<file path="src/rtl/id_ex_pipe_reg.sv">
// ID/EX pipeline register: captures decoded operands/control, inserts bubbles on
// stall, flush or an empty ID slot, and keeps saturating bubble/flush event counters.
module id_ex_pipe_reg #(
    parameter int CNT_W = 16
) (
    input  logic             clk,
    input  logic             rstn,
    input  logic             freeze,
    input  logic             flush,
    input  logic             stall,
    input  logic             cnt_clr,
    input  logic             id_valid,
    input  logic [31:0]      id_pc,
    input  logic [31:0]      id_rd1,
    input  logic [31:0]      id_rd2,
    input  logic [31:0]      id_imm,
    input  logic [4:0]       id_rs1,
    input  logic [4:0]       id_rs2,
    input  logic [4:0]       id_rd,
    input  logic             id_RegWrite,
    input  logic             id_MemRead,
    input  logic             id_MemWrite,
    input  logic             id_ALUSrc,
    input  logic [4:0]       id_ALUOp,
    input  logic [1:0]       id_WDSel,
    output logic             ex_valid,
    output logic [31:0]      ex_pc,
    output logic [31:0]      ex_rd1,
    output logic [31:0]      ex_rd2,
    output logic [31:0]      ex_imm,
    output logic [4:0]       ID_EX_rs1,
    output logic [4:0]       ID_EX_rs2,
    output logic [4:0]       ID_EX_rd,
    output logic             ex_RegWrite,
    output logic             ID_EX_MemRead,
    output logic             ex_MemWrite,
    output logic             ex_ALUSrc,
    output logic [4:0]       ex_ALUOp,
    output logic [1:0]       ex_WDSel,
    output logic [CNT_W-1:0] bubble_cnt,
    output logic [CNT_W-1:0] flush_cnt
);

    logic             vld_p1;
    logic [31:0]      pc_p1;
    logic [31:0]      rd1_p1;
    logic [31:0]      rd2_p1;
    logic [31:0]      imm_p1;
    logic [4:0]       rs1_p1;
    logic [4:0]       rs2_p1;
    logic [4:0]       rd_p1;
    logic             reg_write_p1;
    logic             mem_read_p1;
    logic             mem_write_p1;
    logic             alu_src_p1;
    logic [4:0]       alu_op_p1;
    logic [1:0]       wd_sel_p1;
    logic [CNT_W-1:0] bubble_cnt_p1;
    logic [CNT_W-1:0] flush_cnt_p1;
    logic             insert_bubble;

    function automatic logic [CNT_W-1:0] sat_inc(input logic [CNT_W-1:0] v);
        return (v == {CNT_W{1'b1}}) ? v : v + CNT_W'(1);
    endfunction

    // A bubble clears indices and MemRead too, so it never looks like a hazard or forward source.
    assign insert_bubble = flush | stall | ~id_valid;

    // ID -> EX stage boundary
    always_ff @(posedge clk or negedge rstn) begin
        if (!rstn) begin
            vld_p1       <= 1'b0;
            pc_p1        <= '0;
            rd1_p1       <= '0;
            rd2_p1       <= '0;
            imm_p1       <= '0;
            rs1_p1       <= '0;
            rs2_p1       <= '0;
            rd_p1        <= '0;
            reg_write_p1 <= 1'b0;
            mem_read_p1  <= 1'b0;
            mem_write_p1 <= 1'b0;
            alu_src_p1   <= 1'b0;
            alu_op_p1    <= '0;
            wd_sel_p1    <= '0;
        end else if (!freeze) begin
            if (insert_bubble) begin
                vld_p1       <= 1'b0;
                pc_p1        <= '0;
                rd1_p1       <= '0;
                rd2_p1       <= '0;
                imm_p1       <= '0;
                rs1_p1       <= '0;
                rs2_p1       <= '0;
                rd_p1        <= '0;
                reg_write_p1 <= 1'b0;
                mem_read_p1  <= 1'b0;
                mem_write_p1 <= 1'b0;
                alu_src_p1   <= 1'b0;
                alu_op_p1    <= '0;
                wd_sel_p1    <= '0;
            end else begin
                vld_p1       <= 1'b1;
                pc_p1        <= id_pc;
                rd1_p1       <= id_rd1;
                rd2_p1       <= id_rd2;
                imm_p1       <= id_imm;
                rs1_p1       <= id_rs1;
                rs2_p1       <= id_rs2;
                rd_p1        <= id_rd;
                reg_write_p1 <= id_RegWrite;
                mem_read_p1  <= id_MemRead;
                mem_write_p1 <= id_MemWrite;
                alu_src_p1   <= id_ALUSrc;
                alu_op_p1    <= id_ALUOp;
                wd_sel_p1    <= id_WDSel;
            end
        end
    end

    // A simultaneous flush and stall is accounted as a flush only.
    always_ff @(posedge clk or negedge rstn) begin
        if (!rstn) begin
            bubble_cnt_p1 <= '0;
            flush_cnt_p1  <= '0;
        end else if (!freeze) begin
            if (cnt_clr) begin
                bubble_cnt_p1 <= '0;
                flush_cnt_p1  <= '0;
            end else if (flush) begin
                flush_cnt_p1  <= sat_inc(flush_cnt_p1);
            end else if (stall) begin
                bubble_cnt_p1 <= sat_inc(bubble_cnt_p1);
            end
        end
    end

    assign ex_valid      = vld_p1;
    assign ex_pc         = pc_p1;
    assign ex_rd1        = rd1_p1;
    assign ex_rd2        = rd2_p1;
    assign ex_imm        = imm_p1;
    assign ID_EX_rs1     = rs1_p1;
    assign ID_EX_rs2     = rs2_p1;
    assign ID_EX_rd      = rd_p1;
    assign ex_RegWrite   = reg_write_p1;
    assign ID_EX_MemRead = mem_read_p1;
    assign ex_MemWrite   = mem_write_p1;
    assign ex_ALUSrc     = alu_src_p1;
    assign ex_ALUOp      = alu_op_p1;
    assign ex_WDSel      = wd_sel_p1;
    assign bubble_cnt    = bubble_cnt_p1;
    assign flush_cnt     = flush_cnt_p1;

endmodule

</file>
<file path="config.mk">
export PLATFORM = sky130hd
export DESIGN_NAME = id_ex_pipe_reg
export DESIGN_NICKNAME = d
export VERILOG_FILES = /design/src/rtl/id_ex_pipe_reg.sv
export SDC_FILE = /design/constraint.sdc
export NUM_CORES = 1
export LEC_CHECK = 0
export BUFFER_PORTS_ARGS = -buffer_cell sky130_fd_sc_hd__buf_2
export CAP_MARGIN = 20
export CORE_AREA = 2 2 135 137
export CTS_BUF_LIST = sky130_fd_sc_hd__clkbuf_2
export DETAILED_ROUTE_END_ITERATION = 10
export DIE_AREA = 0 0 137 139
export PLACE_DENSITY = 0.89
export SLEW_MARGIN = 5
export SYNTH_ARGS = -nofsm -noshare
export SYNTH_HDL_FRONTEND = slang
export SYNTH_SLANG_ARGS = --single-unit
</file>
<file path="constraint.sdc">
create_clock -name clk -period 1.7 [get_ports clk]
set_input_delay 0.085 -clock clk [delete_from_list [all_inputs] [get_ports clk]]
set_output_delay 0.085 -clock clk [all_outputs]
set_load 0.03 [all_outputs]
</file>
==> results of run 1 <==
-- metrics by stage --
step	util	setup TNS, ns	std cells	area, µm²
2_1_floorplan	-	-0.859	618	7720
3_3_place_gp	0.573	0	1202	10100
3_5_place_dp	0.573	-0.142	1202	10100
-- synthesized netlist by cell type (2+ instances only) --
library cell | n | share of area
or3_1 | 5 | 0.0041
nand2b_1 | 3 | 0.0025
buf_2 | 2 | 0.0013
a31oi_1 | 4 | 0.0033
inv_1 | 16 | 0.0079
nand4b_1 | 3 | 0.0035
and4_1 | 4 | 0.0046
or2_2 | 3 | 0.0025
a311oi_1 | 3 | 0.0035
o21ai_0 | 2 | 0.0013
a311o_1 | 3 | 0.0040
a22o_1 | 154 | 0.18
o311ai_0 | 15 | 0.017
dfrtp_1 | 187 | 0.62
a221o_1 | 2 | 0.0026
nor3_1 | 15 | 0.0099
nand2_1 | 32 | 0.016
nand3_1 | 21 | 0.014
o311ai_1 | 3 | 0.0035
nand4_1 | 13 | 0.011
a21oi_1 | 7 | 0.0046
ha_1 | 2 | 0.0033
o211ai_1 | 7 | 0.0069
nor4_1 | 6 | 0.0049
or4_1 | 7 | 0.0069
clkbuf_1 | 50 | 0.025
nor2_1 | 19 | 0.0094
a21o_1 | 2 | 0.0020
nor3b_1 | 2 | 0.0020
a211o_1 | 3 | 0.0035
and3_1 | 2 | 0.0016
and2_1 | 3 | 0.0025
a211oi_1 | 2 | 0.0020
nor4b_1 | 5 | 0.0058
-- logic make-up after synthesis --
logic type,count (synthesis)
simple gates,148
compound gates,212
fa+ha+maj,2
flops,187
buf+inv,69
==> metrics.txt, run 1 <==
flops & latches, synth=~190; Log Error=[ERROR RSZ-0060] Max buffer count reached.; post-synthesis mux area share=0; Final GP Congestion=0.904; hpwl dp=roughly 16 mm; number of buffers created by CTS=17; Post-Syn Nets=about 780; EDFF count, synth=0; adder-cell share of the synthesized area=0.00329; CTS H-tree lvls=4; pre-CTS WS=-0.0415 ns; Row Count=49; IO Port Bufs=roughly 350; Syn Area/Cell=12.3 µm²; sequential share of the synthesized area=0.616; postcts setup bufs=21; outcome=did not finish; failing step=clock tree synthesis (4_1_cts); Hold Buf Count CTS=253; CTS sink cnt=approximately 190; post-synthesis compound-gate area fraction=0.239; root buffer cell=clkbuf_2; # IOs=roughly 350; asr flop ratio synth=1.00; xor/xnor share of the synthesized area=0; Max Buffers Root-to-Sink=2; cell count after synthesis=about 620; Die Height=~140 µm; main combinational cell family by area after synthesis=compound AO/OA/AOI/OAI gates; synthesized area=between 0.007 and 0.008 mm²; Initial Utilization=0.430; Synth Area in Simple Gates=0.108; prevailing post-synth register cell=dfrtp_1; synth warn=0; count of cell types in the netlist=between 40 and 50; die width=around 140 µm; CTS resizes=55
==> run 2, diff against run 1 <==
Settings changed: CORE_AREA 2 2 135 137 to not set, CORE_UTILIZATION set to 40, CTS_BUF_LIST sky130_fd_sc_hd__clkbuf_2 to not set, DIE_AREA 0 0 137 139 to not set, PLACE_DENSITY 0.89 to not set, PLACE_DENSITY_LB_ADDON set to 0.15.
Clock period 1.7 ns to 2.2 ns, I/O delays scaled along.
==> run 2 against run 1 <==
  * The run now ends clean
  * Synthesized cell count unchanged
  * Area after synthesis unchanged
==> metrics.txt, run 2 <==
post-route ant nets=0; IO Port Bufs=347 (unchanged); largest area contributor in the netlist=dfrtp_1 (unchanged); CP bufs+invs=0; sequential share of the synthesized area=0.616 (unchanged); most frequent cells in the layout=345 x buf_2, 187 x dfrtp_1, 155 x dlygate4sd3_1, 154 x a22o_1, 32 x nand2_1; flops & latches, synth=187 (unchanged); crit path capture type=flop; CP Class=reg -> reg; Synth top area share=0.616 (unchanged); root buffer cell=clkbuf_16 (was clkbuf_2); outcome=complete, no violations (was did not finish); number of buffers created by CTS=17 (unchanged); fraction of layout cells with a size suffix above 1=0.364; area grow syn2layout=55.0%; delay of the slowest critical-path stage=between 0.6 and 0.7 ns; # DRC=0; maximum vdd ir drop=between 0.0004 and 0.0005 V; final net count=approximately 1300; PD cells=683 mW/mm²; CP Data Required Time=2.53 ns; hpwl dp=15.5 mm (was 16.4 mm); grt total ovfl=0; Worst Path Max Fanout=7; vias=roughly 7300; largest net degree at the start of global routing=97; Initial Utilization=0.408 (was 0.430); Final GP Congestion=0.827 (was 0.904); reg2reg setup slack=roughly 0.14 ns; asr flop ratio synth=1.00 (unchanged); count of cell types in the netlist=45 (unchanged); fillers=roughly 1500; max_slew headroom=0.333; critical path's top delay family=simple AND/OR/NAND/NOR gates; most common cell in the netlist=dfrtp_1 (unchanged); worst path arrival time=2.39 ns; Max Buffers Root-to-Sink=2 (unchanged); critical-path cell list=ha_1 > nand4_2 > or4_1 > and3_1 > o311ai_2; Clock Latency Late Sink=around 0.42 ns; drt first pass iters=5; # IOs=348 (unchanged); Final Hold Vio Count=0; Synth area leaders=dfrtp_1 62%, a22o_1 18%, clkbuf_1 2.5%, o311ai_0 1.7%, nand2_1 1.6% (unchanged); Post-Route WL=between 20 and 25 mm; unrepaired setup endpoints after global routing=no; CTS H-tree lvls=4 (unchanged); hold endpoint=flush_cnt[2]$_DFFE_PN0P_; Tmin final=2.06 ns; die width=140 µm (was 137 µm); HP Start=flush; Post-Syn Nets=781 (unchanged); CTS tree=yes; final hold slack=0.0878 ns; max cap viols=0; Die Height=140 µm (was 139 µm); Hold Crit Class=in -> reg; Lkg Pwr=roughly 6 nW; Startpoint Class=flop; Row Count=50 (was 49); initial antenna violation count=1; Min-Delay Path Depth=3; Final Max Slew Viols=0; Total GRT Usage=0.254; vias in the first global route=roughly 7400; fin cells=approximately 1400; Post-synth top cells=187 x dfrtp_1, 154 x a22o_1, 50 x clkbuf_1, 32 x nand2_1, 21 x nand3_1 (unchanged); CTS sink cnt=187 (unchanged); reg2reg path depth=5; worst r2r dst=flush_cnt[6]$_DFFE_PN0P_; cell count after synthesis=618 (unchanged); prevailing post-synth register cell=dfrtp_1 (unchanged); Peak Freq=0.486 GHz; setup TNS=0 ns; CP max stage cell=or4_1; actual slew at the worst max-slew pin=1.00 ns; WL per Instance=~18 µm; Syn Area/Cell=12.3 µm² (unchanged); Worst Clk Skew=~0.010 ns; Critical R2R Launch=flush_cnt[0]$_DFFE_PN0P_; synth warn=0 (unchanged); EDFF count, synth=0 (unchanged); most common cell after layout, fill and taps aside=buf_2; final setup fails=0; Core Area=between 0.015 and 0.02 mm²; Worst-path clk slew=0.08 ns; first-pass GRT wire length=39.1 mm; Cell Count Post-Placement=1167 (was 1202); Die ar.=0.0196 mm²; Crit. Startpoint=flush_cnt[0]$_DFFE_PN0P_; final period utilization=0.935; DR vias/cell=5.38; synthesized area=0.00760 mm² (unchanged); Initial DRC Count=459
[run 2: kinds of logic (layout without fill, tap and decap cells)]
kind of cell | Yosys count | after routing | synth area share
simple gates | 148 | 148 | 0.108
buf+inv | 69 | 571 | 0.0344
other cells | 0 | 2 | 0
compound gates | 212 | 212 | 0.239
flops | 187 | 187 | 0.616
fa+ha+maj | 2 | 2 | 0.00329
[run 2: how the worst max path moves through the flow]
stage,endpoint,depth (start not counted)
floorplan,flush_cnt[6]$_DFFE_PN0P_,6
global placement,flush_cnt[6]$_DFFE_PN0P_,5
detailed placement,flush_cnt[14]$_DFFE_PN0P_,6
CTS,flush_cnt[6]$_DFFE_PN0P_,5
global route,bubble_cnt[7]$_DFFE_PN0P_,5
finish,flush_cnt[6]$_DFFE_PN0P_,5
[run 2: worst register-to-register path, cell delays in order (launching register included)]
cell and delay, ns:
dfrtp_1 0.44, ha_1 0.28, nand4_2 0.12, or4_1 0.67
and3_1 0.24, o311ai_2 0.21
[run 2: cell type report]
cell class | count | area, µm² | area share
Sequential cell | 187 | 4680 | 0.397
Multi-Input combinational cell | 362 | 2670 | 0.227
Timing Repair Buffer | 523 | 3510 | 0.298
Clock inverter | 13 | 129 | 0.0109
Inverter | 16 | 60.1 | 0.00510
Antenna cell | 2 | 5.00 | 0.000425
Clock buffer | 19 | 433 | 0.0367
Tap cell | 234 | 293 | 0.0249
[run 2: report_power, final]
part | leakage [nW] | switching [mW] | internal (mW) | total [mW]
logic | 3.30 | 0.770 | 0.557 | 1.33
registers | 2.56 | 0.166 | 3.59 | 3.76
clock network | 0.274 | 1.45 | 1.51 | 2.96
[run 2: metrics by stage]
step | instance area [µm²] | utilization | setup slack [ns] | power [mW]
after floorplan | 7600 | - | 0.0437 | 4.41
after global placement | 9660 | 0.518 | 0.232 | 4.91
after detailed placement | 9660 | 0.518 | 0.193 | 4.92
after CTS | 11800 | 0.631 | 0.149 | 8.12
after global routing | 11800 | 0.632 | 0.0163 | 8.38
final | 11800 | 0.632 | 0.142 | 8.04
[run 2: layer usage]
metal | share of wire | global-route usage | routed length [µm] | vias to the layer above
met5 | 0 | 0 | 0 | -
met4 | 0.027 | 0.112 | 667 | 0
met3 | 0.062 | 0.0640 | 1510 | 51
met2 | 0.50 | 0.417 | 12200 | 277
met1 | 0.41 | 0.315 | 10000 | 3594
li1 | - | - | - | 3370
[run 2: what timing repair did]
action                                  CTS  global route
hold buffers                            155             0
buffers inserted                          0             0
endpoints found under the hold margin   208             0
gates resized for setup                   0             1
endpoints found under the setup margin    0             1
Power figures use the tool's default switching activity.
==> run 3, diff against run 2 <==
Clock period 2.2 ns to 2.29 ns, I/O delays scaled along.
==> run 3 against run 2 <==
  * Core utilization barely moved
  * Critical path depth did not move
  * Wire length fell by 0.21%
  * Combinational power fell by 5%
  * Final area barely moved
  * Critical path type unchanged
  * Critical endpoint unchanged
==> metrics.txt, run 3 (same netlist as run 2, synthesis figures left out) <==
area grow syn2layout=54.9% (was 55.0%); Hold Crit Class=in -> reg (unchanged); grt total ovfl=0 (unchanged); post-route setup slack=0.157 ns (was 0.142 ns); unrepaired setup endpoints after global routing=no (unchanged); first-pass GRT wire length=38.7 mm (was 39.1 mm); max_slew headroom=0.541 (was 0.333); register area=0.00468 mm² (unchanged); Die ar.=0.0196 mm² (unchanged); Initial Utilization=0.408 (unchanged); HP Start=flush (unchanged); Util after Layout=0.631 (was 0.632); crit path capture type=flop (unchanged); setup TNS=0 ns (unchanged); Max Buffers Root-to-Sink=2 (unchanged); reg2reg path depth=5 (unchanged); Post-Route WL=24.4 mm (about the same); final period utilization=0.931 (was 0.935); Worst-path clk slew=0.07 ns (was 0.08 ns); fin cells=1349 (was 1356); Final GP Congestion=0.831 (was 0.827); fillers=1474 (was 1488); Final Hold Vio Count=0 (unchanged); CTS tree=yes (unchanged); Tmin final=2.13 ns (was 2.06 ns); Final Max Slew Viols=0 (unchanged); Row Count=50 (unchanged); IO Port Bufs=347 (unchanged); Initial DRC Count=449 (was 459); Crit. Startpoint=flush_cnt[0]$_DFFE_PN0P_ (unchanged); Multi-input gate area=0.00267 mm² (about the same); vias=7234 (was 7292); DR vias/cell=5.36 (was 5.38); drt first pass iters=5 (unchanged); Min-Delay Path Depth=3 (unchanged); Total GRT Usage=0.252 (was 0.254); Critical R2R Launch=flush_cnt[0]$_DFFE_PN0P_ (unchanged); final setup fails=0 (unchanged); maximum vdd ir drop=0.000390 V (was 0.000402 V); initial antenna violation count=2 (was 1); worst path arrival time=2.46 ns (was 2.39 ns); hpwl dp=15.2 mm (was 15.5 mm); CP Data Required Time=2.62 ns (was 2.53 ns); Hold Buf Count CTS=155 (unchanged); most common cell after layout, fill and taps aside=buf_2 (unchanged); CTS H-tree lvls=4 (unchanged); final net count=1263 (was 1270); fraction of layout cells with a size suffix above 1=0.359 (was 0.364); most frequent cells in the layout=345 x buf_2, 187 x dfrtp_1, 155 x dlygate4sd3_1, 154 x a22o_1, 32 x nand2_1 (unchanged); pre-CTS WS=0.182 ns (was 0.193 ns); Worst Clk Skew=0.0108 ns (was 0.0100 ns); Cell Count Post-Placement=1160 (was 1167); Die Height=140 µm (unchanged); root buffer cell=clkbuf_16 (unchanged); die width=140 µm (unchanged); CTS sink cnt=187 (unchanged); Tot Pwr=7.87 mW (was 8.04 mW); Core Area=0.0186 mm² (unchanged); PD cells=669 mW/mm² (was 683 mW/mm²); outcome=complete, no violations (unchanged); Worst Path Max Fanout=7 (unchanged); actual slew at the worst max-slew pin=0.688 ns (was 1.00 ns); max cap viols=0 (unchanged); CP Class=reg -> reg (unchanged); largest net degree at the start of global routing=133 (was 97); Lkg Pwr=6.13 nW (was 6.14 nW); Peak Freq=0.469 GHz (was 0.486 GHz); number of buffers created by CTS=17 (unchanged); vias in the first global route=7393 (was 7389); # DRC=0 (unchanged); Startpoint Class=flop (unchanged); post-route ant nets=0 (unchanged); # IOs=348 (unchanged); Clock Latency Late Sink=0.43 ns (was 0.42 ns); postcts setup bufs=0 (unchanged); CTS resizes=0 (unchanged); WL per Instance=18.1 µm (was 18.0 µm)
==> run 3: cell types whose count changed in the layout (fill, tap and decap cells not counted), sizes merged <==
cell	delta
bufinv	+2
clkinv	-2
buf	-7
==> run 3: per-stage QoR <==
step	hold slack (ns)	instance area, µm²
6_report	0.108	11800
5_1_grt	0.136	11800
4_1_cts	0.0873	11800
3_5_place_dp	0.185	9630
3_3_place_gp	0.188	9630
2_1_floorplan	-0.181	7600
==> run 3: layout make-up <==
type                    instances  area share
flip-flops and latches        187       0.397
repair buffers                516       0.296
multi-input cells             362       0.226
clock buffers                  19      0.0368
well taps                     234      0.0249
clock inverters                13      0.0130
inverters                      16     0.00510
diodes                          2    0.000425
==> run 3: metal layers <==
layer	GRT usage	routed length (µm)
met5	0	0
met4	0.114	609
met3	0.0602	1410
met2	0.415	12300
met1	0.315	10000
==> run 3: worst paths after layout <==
kind | to | slack (ns)
min in group asynchronous | flush_cnt[7]$_DFFE_PN0P_ | 0.26
setup / recovery | flush_cnt[6]$_DFFE_PN0P_ | 0.16
setup reg to reg | flush_cnt[6]$_DFFE_PN0P_ | 0.16
hold reg to reg | ex_valid$_DFFE_PN0N_ | 0.49
hold / removal | flush_cnt[2]$_DFFE_PN0P_ | 0.11
max in group asynchronous | ex_imm[22]$_DFFE_PN0N_ | 1.38
==> run 3: worst max-delay path: stages, from the launching register on <==
cell and delay, ns:
dfrtp_1 0.44, ha_1 0.27, nand4_2 0.19, or4_1 0.69, and3_1 0.23, o311ai_2 0.20
==> run 3: where the power goes <==
| group | total (mW) | switching (mW) | leakage, nW | internal (mW) |
|---|---|---|---|---|
| Clock | 2.99 | 1.35 | 0.287 | 1.64 |
| Sequential | 3.62 | 0.164 | 2.56 | 3.45 |
| Combinational | 1.26 | 0.731 | 3.28 | 0.533 |
| Total | 7.87 | 2.24 | 6.13 | 5.63 |
==> run 4, diff against run 3 <==
Settings changed: CELL_PAD_IN_SITES_DETAIL_PLACEMENT set to 0, CELL_PAD_IN_SITES_GLOBAL_PLACEMENT set to 1, CORE_UTILIZATION 40 to 36.
==> run 4 against run 3 <==
  * Final area up 0.78%
  * Die area up 11%
  * Combinational power about the same
  * Total power up 0.58%
  * Final cell count up 3.0%
  * Sequential power about the same
  * Via count down 1.3%
  * Wire length up 3.2%
  * Non-clock buffer count up 7
  * Global-route usage down 2.1 points
  * Register-to-register slack better by 0.05 ns
  * Critical path type unchanged
  * Largest cell class unchanged
==> metrics.txt, run 4 (same netlist as run 2, synthesis figures left out) <==
Internal Power=5.59 mW (was 5.63 mW); CTS sink cnt=187 (unchanged); CP max stage cell=or4_1 (unchanged); Cell Area, Placed=0.00970 mm² (was 0.00963 mm²); Hold Buf Count CTS=155 (unchanged); CTS tree=yes (unchanged); register area=0.00468 mm² (unchanged); crit path capture type=flop (unchanged); Die Height=147 µm (was 140 µm); worst path arrival time=2.40 ns (was 2.46 ns); most frequent cells in the layout=345 x buf_2, 187 x dfrtp_1, 155 x dlygate4sd3_1, 154 x a22o_1, 32 x nand2_1 (unchanged); Post-Route WL=25.1 mm (was 24.4 mm); Initial Utilization=0.371 (was 0.408); CTS H-tree lvls=4 (unchanged); Worst Path Max Fanout=7 (unchanged); final setup fails=0 (unchanged); NetSw=2.32 mW (was 2.24 mW); max cap viols=0 (unchanged); Lkg Pwr=6.17 nW (was 6.13 nW); unrepaired setup endpoints after global routing=no (unchanged); max_slew headroom=0.530 (was 0.541); Final GP Congestion=0.825 (was 0.831); vias in the first global route=7215 (was 7393); Cell Count Post-Placement=1203 (was 1160); outcome=complete, no violations (unchanged); Initial DRC Count=323 (was 449); Worst Clk Skew=0.0118 ns (was 0.0108 ns); Final Hold Vio Count=0 (unchanged); final period utilization=0.909 (was 0.931); CP bufs+invs=0 (unchanged); Max Buffers Root-to-Sink=2 (unchanged); vias=7141 (was 7234); grt total ovfl=0 (unchanged); actual slew at the worst max-slew pin=0.704 ns (was 0.688 ns); final instance area=0.0119 mm² (was 0.0118 mm²); setup TNS=0 ns (unchanged); CP Data Required Time=2.61 ns (was 2.62 ns); most common cell after layout, fill and taps aside=buf_2 (unchanged); clock power share=0.382 (was 0.380); fin cells=1390 (was 1349); Startpoint Class=flop (unchanged); root buffer cell=clkbuf_16 (unchanged); critical path's top delay family=simple AND/OR/NAND/NOR gates (unchanged); DR vias/cell=5.14 (was 5.36); Peak Freq=0.481 GHz (was 0.469 GHz); fillers=1742 (was 1474); initial antenna violation count=0 (was 2); CP Class=reg -> reg (unchanged); area grow syn2layout=56.1% (was 54.9%); postcts setup bufs=0 (unchanged); die width=147 µm (was 140 µm); Sequential Power Share=0.456 (was 0.460); WP depth=5 (unchanged); delay of the slowest critical-path stage=0.70 ns (was 0.69 ns); WL per Instance=18.1 µm (about the same); switching part of the total=0.293 (was 0.285); hpwl dp=16.4 mm (was 15.2 mm); maximum vdd ir drop=0.000462 V (was 0.000390 V); final hold slack=0.0831 ns (was 0.108 ns); Clock Latency Late Sink=0.42 ns (was 0.43 ns); Tot Pwr=7.92 mW (was 7.87 mW); Comb pwr share=0.163 (was 0.161); reg2reg path depth=5 (unchanged); IO Port Bufs=347 (unchanged); fraction of layout cells with a size suffix above 1=0.365 (was 0.359); post-route ant nets=0 (unchanged); Total GRT Usage=0.231 (was 0.252); critical-path cell list=ha_1 > nand4_2 > or4_1 > and3_1 > o311ai_2 (unchanged); CTS resizes=0 (unchanged); largest net degree at the start of global routing=121 (was 133); Hold Crit Class=in -> reg (unchanged); Multi-input gate area=0.00267 mm² (unchanged); first-pass GRT wire length=39.2 mm (was 38.7 mm); # DRC=0 (unchanged); PD cells=667 mW/mm² (was 669 mW/mm²); drt first pass iters=4 (was 5); Final Max Slew Viols=0 (unchanged); Die ar.=0.0217 mm² (was 0.0196 mm²); diode count=0 (was 2); Min-Delay Path Depth=3 (unchanged); Tmin final=2.08 ns (was 2.13 ns); Worst-path clk slew=0.07 ns (about the same); Row Count=52 (was 50); Core Area=0.0205 mm² (was 0.0186 mm²); # IOs=348 (unchanged); number of buffers created by CTS=17 (unchanged); final net count=1270 (was 1263)
## run 4: worst reg2reg max path: cells and delay by family, from the launching register on
| family | cells | cell delay (ns) |
|---|---|---|
| simple gates | 3 | 1.16 |
| fa+ha+maj | 1 | 0.27 |
| compound gates | 1 | 0.21 |
| flops | 1 | 0.35 |
## run 4: worst paths after layout
kind                                           from                   endpoint  slack (ns)
setup / recovery           flush_cnt[0]$_DFFE_PN0P_   flush_cnt[6]$_DFFE_PN0P_        0.21
setup reg to reg           flush_cnt[0]$_DFFE_PN0P_   flush_cnt[6]$_DFFE_PN0P_        0.21
max in group asynchronous                      rstn      ex_rd1[1]$_DFFE_PN0N_        1.35
min in group asynchronous                      rstn  bubble_cnt[6]$_DFFE_PN0P_        0.26
hold / removal                               freeze  bubble_cnt[6]$_DFFE_PN0P_        0.08
hold reg to reg                ex_valid$_DFFE_PN0N_       ex_valid$_DFFE_PN0N_        0.49
## run 4: final cells by class
class / count / share of cell area
clock buffer: 18 / 0.0370
clock inverter: 14 / 0.0143
inverter: 16 / 0.00506
multi-input combinational: 362 / 0.225
sequential: 187 / 0.394
tap: 270 / 0.0285
timing repair buffer: 523 / 0.296
## run 4: routing by layer
layer / track usage / routed length, µm / part of all wire
met3: 0.0522 / 1470 / 0.058
met5: 0 / 0 / 0
met1: 0.295 / 10900 / 0.43
met2: 0.379 / 12100 / 0.48
met4: 0.0923 / 691 / 0.027
## run 4: through the flow
| stage | util | setup WS (ns) |
|---|---|---|
| 2_1_floorplan | - | 0.134 |
| 3_3_place_gp | 0.473 | 0.288 |
| 3_5_place_dp | 0.473 | 0.249 |
| 4_1_cts | 0.579 | 0.226 |
| 5_1_grt | 0.579 | 0.107 |
| 6_report | 0.579 | 0.209 |
## run 4: power groups by stage
stage | clock network (mW) | registers [mW] | logic [mW]
3_5_place_dp | 0 | 3.66 | 1.08
6_report | 3.02 | 3.61 | 1.29
3_3_place_gp | 0 | 3.66 | 1.08
5_1_grt | 3.23 | 3.63 | 1.38
4_1_cts | 3.10 | 3.60 | 1.30
2_1_floorplan | 0 | 3.96 | 0.273
